===== src/rtl/h80uart_tx_arb.sv =====
// Round-robin byte arbiter feeding a single UART transmitter: IDLE accept -> START (tx_en) -> DRAIN.
// Optional message lock (req_last holds ownership) enabled by defining H80_UART_ARB_LOCK_EN.
module h80uart_tx_arb #(
  parameter int NUM_REQ       = 2,
  parameter int START_TIMEOUT = 16
) (
  input  logic                   clk,
  input  logic                   reset_n,
  input  logic [NUM_REQ-1:0]     req_valid,
  input  logic [8*NUM_REQ-1:0]   req_data,
  input  logic [NUM_REQ-1:0]     req_last,
  output logic [NUM_REQ-1:0]     req_ready,
  output logic [7:0]             tx_data,
  output logic                   tx_en,
  input  logic                   tx_busy,
  output logic [NUM_REQ-1:0]     grant,
  output logic                   err_timeout
);

  localparam int IDW = $clog2(NUM_REQ);
  localparam int CW  = $clog2(START_TIMEOUT) + 1;

  typedef enum logic [1:0] {
    ST_IDLE  = 2'd0,
    ST_START = 2'd1,
    ST_DRAIN = 2'd2
  } state_e;

  state_e               state_q, state_d;
  logic [CW-1:0]        cnt_q, cnt_d;
  logic [7:0]           tx_data_q, tx_data_d;
  logic [NUM_REQ-1:0]   grant_q, grant_d;
  logic [IDW-1:0]       last_q, last_d;
  logic                 tx_en_q, tx_en_d;
  logic                 err_q, err_d;
  logic [NUM_REQ-1:0]   ready_s;
  logic [IDW-1:0]       win_s;
  logic                 win_found_s;
  logic [IDW-1:0]       cand_v;

`ifdef H80_UART_ARB_LOCK_EN
  logic                 lock_q, lock_d;
  logic [IDW-1:0]       lock_id_q, lock_id_d;
`else
  logic                 unused_s;
  assign unused_s = ^req_last;
`endif

  // Winner selection: first valid requester after last_q, lowest distance wins.
  always_comb begin
    win_s       = last_q;
    win_found_s = 1'b0;
    cand_v      = '0;
    for (int k = NUM_REQ; k >= 1; k--) begin
      cand_v = IDW'((int'(last_q) + k) % NUM_REQ);
      if (req_valid[cand_v]) begin
        win_s       = cand_v;
        win_found_s = 1'b1;
      end else begin
        win_found_s = win_found_s;
      end
    end
`ifdef H80_UART_ARB_LOCK_EN
    // A locked owner is the only candidate; others stall until its last byte.
    if (lock_q) begin
      win_s       = lock_id_q;
      win_found_s = req_valid[lock_id_q];
    end else begin
      win_s       = win_s;
    end
`endif
  end

  // Next-state and output computation for the IDLE/START/DRAIN sequence.
  always_comb begin
    state_d   = state_q;
    cnt_d     = cnt_q;
    tx_data_d = tx_data_q;
    grant_d   = grant_q;
    last_d    = last_q;
    tx_en_d   = 1'b0;
    err_d     = 1'b0;
    ready_s   = '0;
`ifdef H80_UART_ARB_LOCK_EN
    lock_d    = lock_q;
    lock_id_d = lock_id_q;
`endif
    case (state_q)
      ST_IDLE: begin
        cnt_d = '0;
        if (win_found_s) begin
          ready_s[win_s] = 1'b1;
          for (int i = 0; i < NUM_REQ; i++) begin
            if (win_s == IDW'(i)) begin
              tx_data_d = req_data[8*i +: 8];
            end else begin
              tx_data_d = tx_data_d;
            end
          end
          grant_d        = '0;
          grant_d[win_s] = 1'b1;
          last_d         = win_s;
          tx_en_d        = 1'b1;
          state_d        = ST_START;
`ifdef H80_UART_ARB_LOCK_EN
          lock_d    = ~req_last[win_s];
          lock_id_d = win_s;
`endif
        end else begin
          grant_d = '0;
        end
      end
      ST_START: begin
        if (tx_busy) begin
          state_d = ST_DRAIN;
          cnt_d   = '0;
        end else if (cnt_q == CW'(START_TIMEOUT - 1)) begin
          // Transmitter never started: drop the byte and release ownership.
          state_d = ST_IDLE;
          err_d   = 1'b1;
          grant_d = '0;
          cnt_d   = '0;
`ifdef H80_UART_ARB_LOCK_EN
          lock_d  = 1'b0;
`endif
        end else begin
          cnt_d   = cnt_q + CW'(1);
          tx_en_d = 1'b1;
        end
      end
      ST_DRAIN: begin
        if (!tx_busy) begin
          state_d = ST_IDLE;
          grant_d = '0;
        end else begin
          state_d = ST_DRAIN;
        end
      end
      default: begin
        state_d = ST_IDLE;
        grant_d = '0;
        cnt_d   = '0;
      end
    endcase
  end

  // State and registered outputs.
  always_ff @(posedge clk or negedge reset_n) begin
    if (!reset_n) begin
      state_q   <= ST_IDLE;
      cnt_q     <= '0;
      tx_data_q <= 8'h00;
      grant_q   <= '0;
      last_q    <= IDW'(NUM_REQ - 1);
      tx_en_q   <= 1'b0;
      err_q     <= 1'b0;
    end else begin
      state_q   <= state_d;
      cnt_q     <= cnt_d;
      tx_data_q <= tx_data_d;
      grant_q   <= grant_d;
      last_q    <= last_d;
      tx_en_q   <= tx_en_d;
      err_q     <= err_d;
    end
  end

`ifdef H80_UART_ARB_LOCK_EN
  // Message lock ownership.
  always_ff @(posedge clk or negedge reset_n) begin
    if (!reset_n) begin
      lock_q    <= 1'b0;
      lock_id_q <= '0;
    end else begin
      lock_q    <= lock_d;
      lock_id_q <= lock_id_d;
    end
  end
`endif

  // Accept strobe is combinational with valid, so it is held off while in reset.
  assign req_ready   = ready_s & {NUM_REQ{reset_n}};
  assign tx_data     = tx_data_q;
  assign tx_en       = tx_en_q;
  assign grant       = grant_q;
  assign err_timeout = err_q;

endmodule


===== config.mk =====
export PLATFORM = sky130hd
export DESIGN_NAME = h80uart_tx_arb
export DESIGN_NICKNAME = d
export VERILOG_FILES = /design/src/rtl/h80uart_tx_arb.sv
export SDC_FILE = /design/constraint.sdc
export NUM_CORES = 1
export LEC_CHECK = 0
export CAP_MARGIN = 20
export CORE_MARGIN = 3
export CORE_UTILIZATION = 47
export DETAILED_ROUTE_END_ITERATION = 8
export GPL_TIMING_DRIVEN = 0
export PLACE_DENSITY = 0.83
export REMOVE_ABC_BUFFERS = 1
export SYNTH_ARGS = -nofsm -noshare
export SYNTH_HDL_FRONTEND = slang
export SYNTH_SLANG_ARGS = --single-unit

===== constraint.sdc =====
create_clock -name clk -period 3.5 [get_ports clk]
set_clock_uncertainty 0.15 [all_clocks]
set_input_delay 0.525 -clock clk [delete_from_list [all_inputs] [get_ports clk]]
set_output_delay 0.525 -clock clk [all_outputs]
set_load 0.005 [all_outputs]

==> flow_summary.ini <==
[yosys]
synthAdderAreaFrac_pct = 7.28
synth_simple_gate_area_share_pct = 17.0
synth_compound_area_share_pct = 19.8
syn_area_mm2 = 0.00103
syn_area_per_cell_um2 = 12.0
synth_top_area_share_pct = 46.1
yosys_warnings = 0
ys_top_cells_by_area = dfrtp_1 (46%), a221o_1 (7.8%), ha_1 (7.3%)
ys_ff_latch = 20
synthXorXnorAreaFrac_pct = 0
seq_area_frac_synth_pct = 48.7
muxShareOfSynthArea_pct = 4.98
synth_top_area_cell = dfrtp_1
synth_top_family_by_area = compound AO/OA/AOI/OAI gates
synthCells = 86
synth_cell_types = 32

[drt]
antenna_left = 0
drt-initial-drc-count = 15
drc = 0
wire_per_inst_um = 15.3
dr.pass1.iters = 2
dr_total_vias = 795
routed_wl_mm = 2.29
viasPerCell = 5.34

[clock_tree]
cts_tree = yes
cts_setup_buffers = 0
worstSkewPairLatency_ns = 0.30
numCtsBuffers = 3
htree_levels = 1
cts_buffer_depth = 2
clock_sinks = 20
clk_pin_slew_ns = 0.11
cts-hold-fix-buffers = 0
clockRootBuffer = clkbuf_4
cts-resized-gates = 0

[die]
coreArea_mm2 = 0.00202
die_w_um = 52.8
ioPinCount = 37
die_area_mm2 = 0.00279
start_util_pct = 51.0
die_height_um = 52.8
std_cell_rows = 16

[placed_design]
placed_area_mm2 = 0.00139
numPortBuffers = 34
gp_congestion = 0.653
hpwl_mm = 1.77

[worst_setup_path]
critPathArrivalTime_ns = 2.36
end_kind = primary output
cp.required_ns = 2.82
critPathKind = in -> out
crit_path_start_kind = input port
startpoint = req_valid[0]
reg2reg_from = state_q[0]
cp_max_fo = 11

[power_and_ir_drop]
p_leak_nw = 0.661
power_switching_mw = 0.327
p_int_mw = 0.709
power_frac_seq_pct = 35.0
switching_share_pct = 31.6
power.density_mw_per_mm2 = 716
p_clk_share_pct = 18.1
pwr-share-comb_pct = 46.9
vdd_drop_max_mv = 0.588

[grt]
track_usage_pct = 18.7
grt_pass1_wl_mm = 3.81
grt_pass1_vias = 821
grt_start_max_net_pins = 23
antenna_found_initial = 0
overflow = 0

[sta]
fmax_mhz = 329
timing.final.crit_share_pct = 86.8
rsz0062_at_grt = no
period_needed_ns = 3.04
worst_pin_slew_ns = 0.893
hold_violations = 0
setup_viol = 0
relSlewSlack_pct = 40.3
setup_tns_ns = 0
slew_violations = 0

[final_layout]
drive_gt1_share_pct = 13.9
final_cell_mix = clkdlybuf4s50_1 (34), dfrtp_1 (19), and2_1 (8), a221o_1 (8), nand2_1 (7)
layout_commonest_cell = clkdlybuf4s50_1
fillers = 139
fin_nets = 152
utilization_pct = 71.5
design_area_mm2 = 0.00145
area_growth_pct = 40.2
antenna_cells = 0

[min_path]
hold_path.class = reg -> reg
min_from = cnt_q[4]

[outcome]
outcome = finished, final reports clean

[job]
cap_violations = 0
## flip-flops by register name, summed over array words and instances (netlist names)
| register | count |
|---|---|
| cnt_q | 5 |
| grant | 2 |
| tx_data | 8 |
| state_q | 2 |
| last_q | 1 |
| tx_en | 1 |
| err_timeout | 1 |
## worst paths after layout
kind | cells past startpoint | endpoint | slack [ns]
max in group asynchronous | 1 | tx_data[6] | 2.09
worst min register to register | 1 | cnt_q[4] | 0.36
min in group asynchronous | 1 | cnt_q[0] | 0.56
worst min-delay path | 1 | cnt_q[4] | 0.36
worst max-delay path | 5 | req_ready[0] | 0.46
worst max register to register | 5 | grant[0] | 1.72
## final cells by class
type                       count  area (µm²)  area share [%]
clock buffer                   3        22.5            1.56
clock inverter                 1        30.0            2.08
inverter                       3        11.3           0.779
multi-input combinational     61         505            35.0
sequential                    20         502            34.7
tap                           27        33.8            2.34
timing repair buffer          34         340            23.5
## power by group through the flow
stage	combinational (mW)	sequential, mW	clock (mW)
finish	0.486	0.362	0.187
global route	0.539	0.375	0.198
CTS	0.493	0.362	0.192
detailed placement	0.490	0.367	0
global placement	0.467	0.363	0
floorplan	0.270	0.369	0
## synth_stat cells
library cell   n
o22ai_1        1
and2_0         2
inv_1          2
a32o_1         1
nand3b_1       1
and2_1         8
or2_2          1
nor2_1         3
a221o_1        8
inv_2          1
o21ai_0        3
a21oi_4        2
a21oi_1        1
o21bai_1       1
mux2_1         1
nand2_1        7
dfstp_2        1
nor3b_2        1
dfrtp_1       19
a21oi_2        2
nand3_1        2
o21ai_2        1
buf_4          1
and2b_2        1
mux2_4         2
nand2b_1       1
nand4b_4       1
o21a_1         2
buf_2          1
ha_1           6
a31oi_1        1
mux2i_1        1
## metal layers
metal | GRT usage, % | vias to the layer above | routed length (µm)
met5 | 0 | - | 0
met2 | 30.4 | 20 | 1110
met4 | 6.81 | 0 | 55
met1 | 23.3 | 385 | 1020
met3 | 5.41 | 6 | 101
li1 | - | 384 | -
## logic make-up after synthesis
family | count (synthesis)
AO/OA/AOI/OAI | 23
buffers and inverters | 5
flip-flops | 20
AND/OR/NAND/NOR | 28
multiplexers | 4
adder cells (fa/ha/maj) | 6
## critical path: stages
cell	delay [ns]
clkdlybuf4s50_1	0.60
nand2_1	0.11
a21oi_2	0.43
and2_1	0.20
clkdlybuf4s50_1	0.49
## stage by stage
stage	total power [mW]	cells	setup slack (ns)	hold WS, ns
2_1_floorplan	0.638	84	1.61	0.0794
3_3_place_gp	0.830	145	0.438	0.320
3_5_place_dp	0.856	145	0.437	0.335
4_1_cts	1.05	149	0.432	0.361
5_1_grt	1.11	149	0.341	0.377
6_report	1.04	149	0.462	0.356
(Power assumes the default switching activity.)
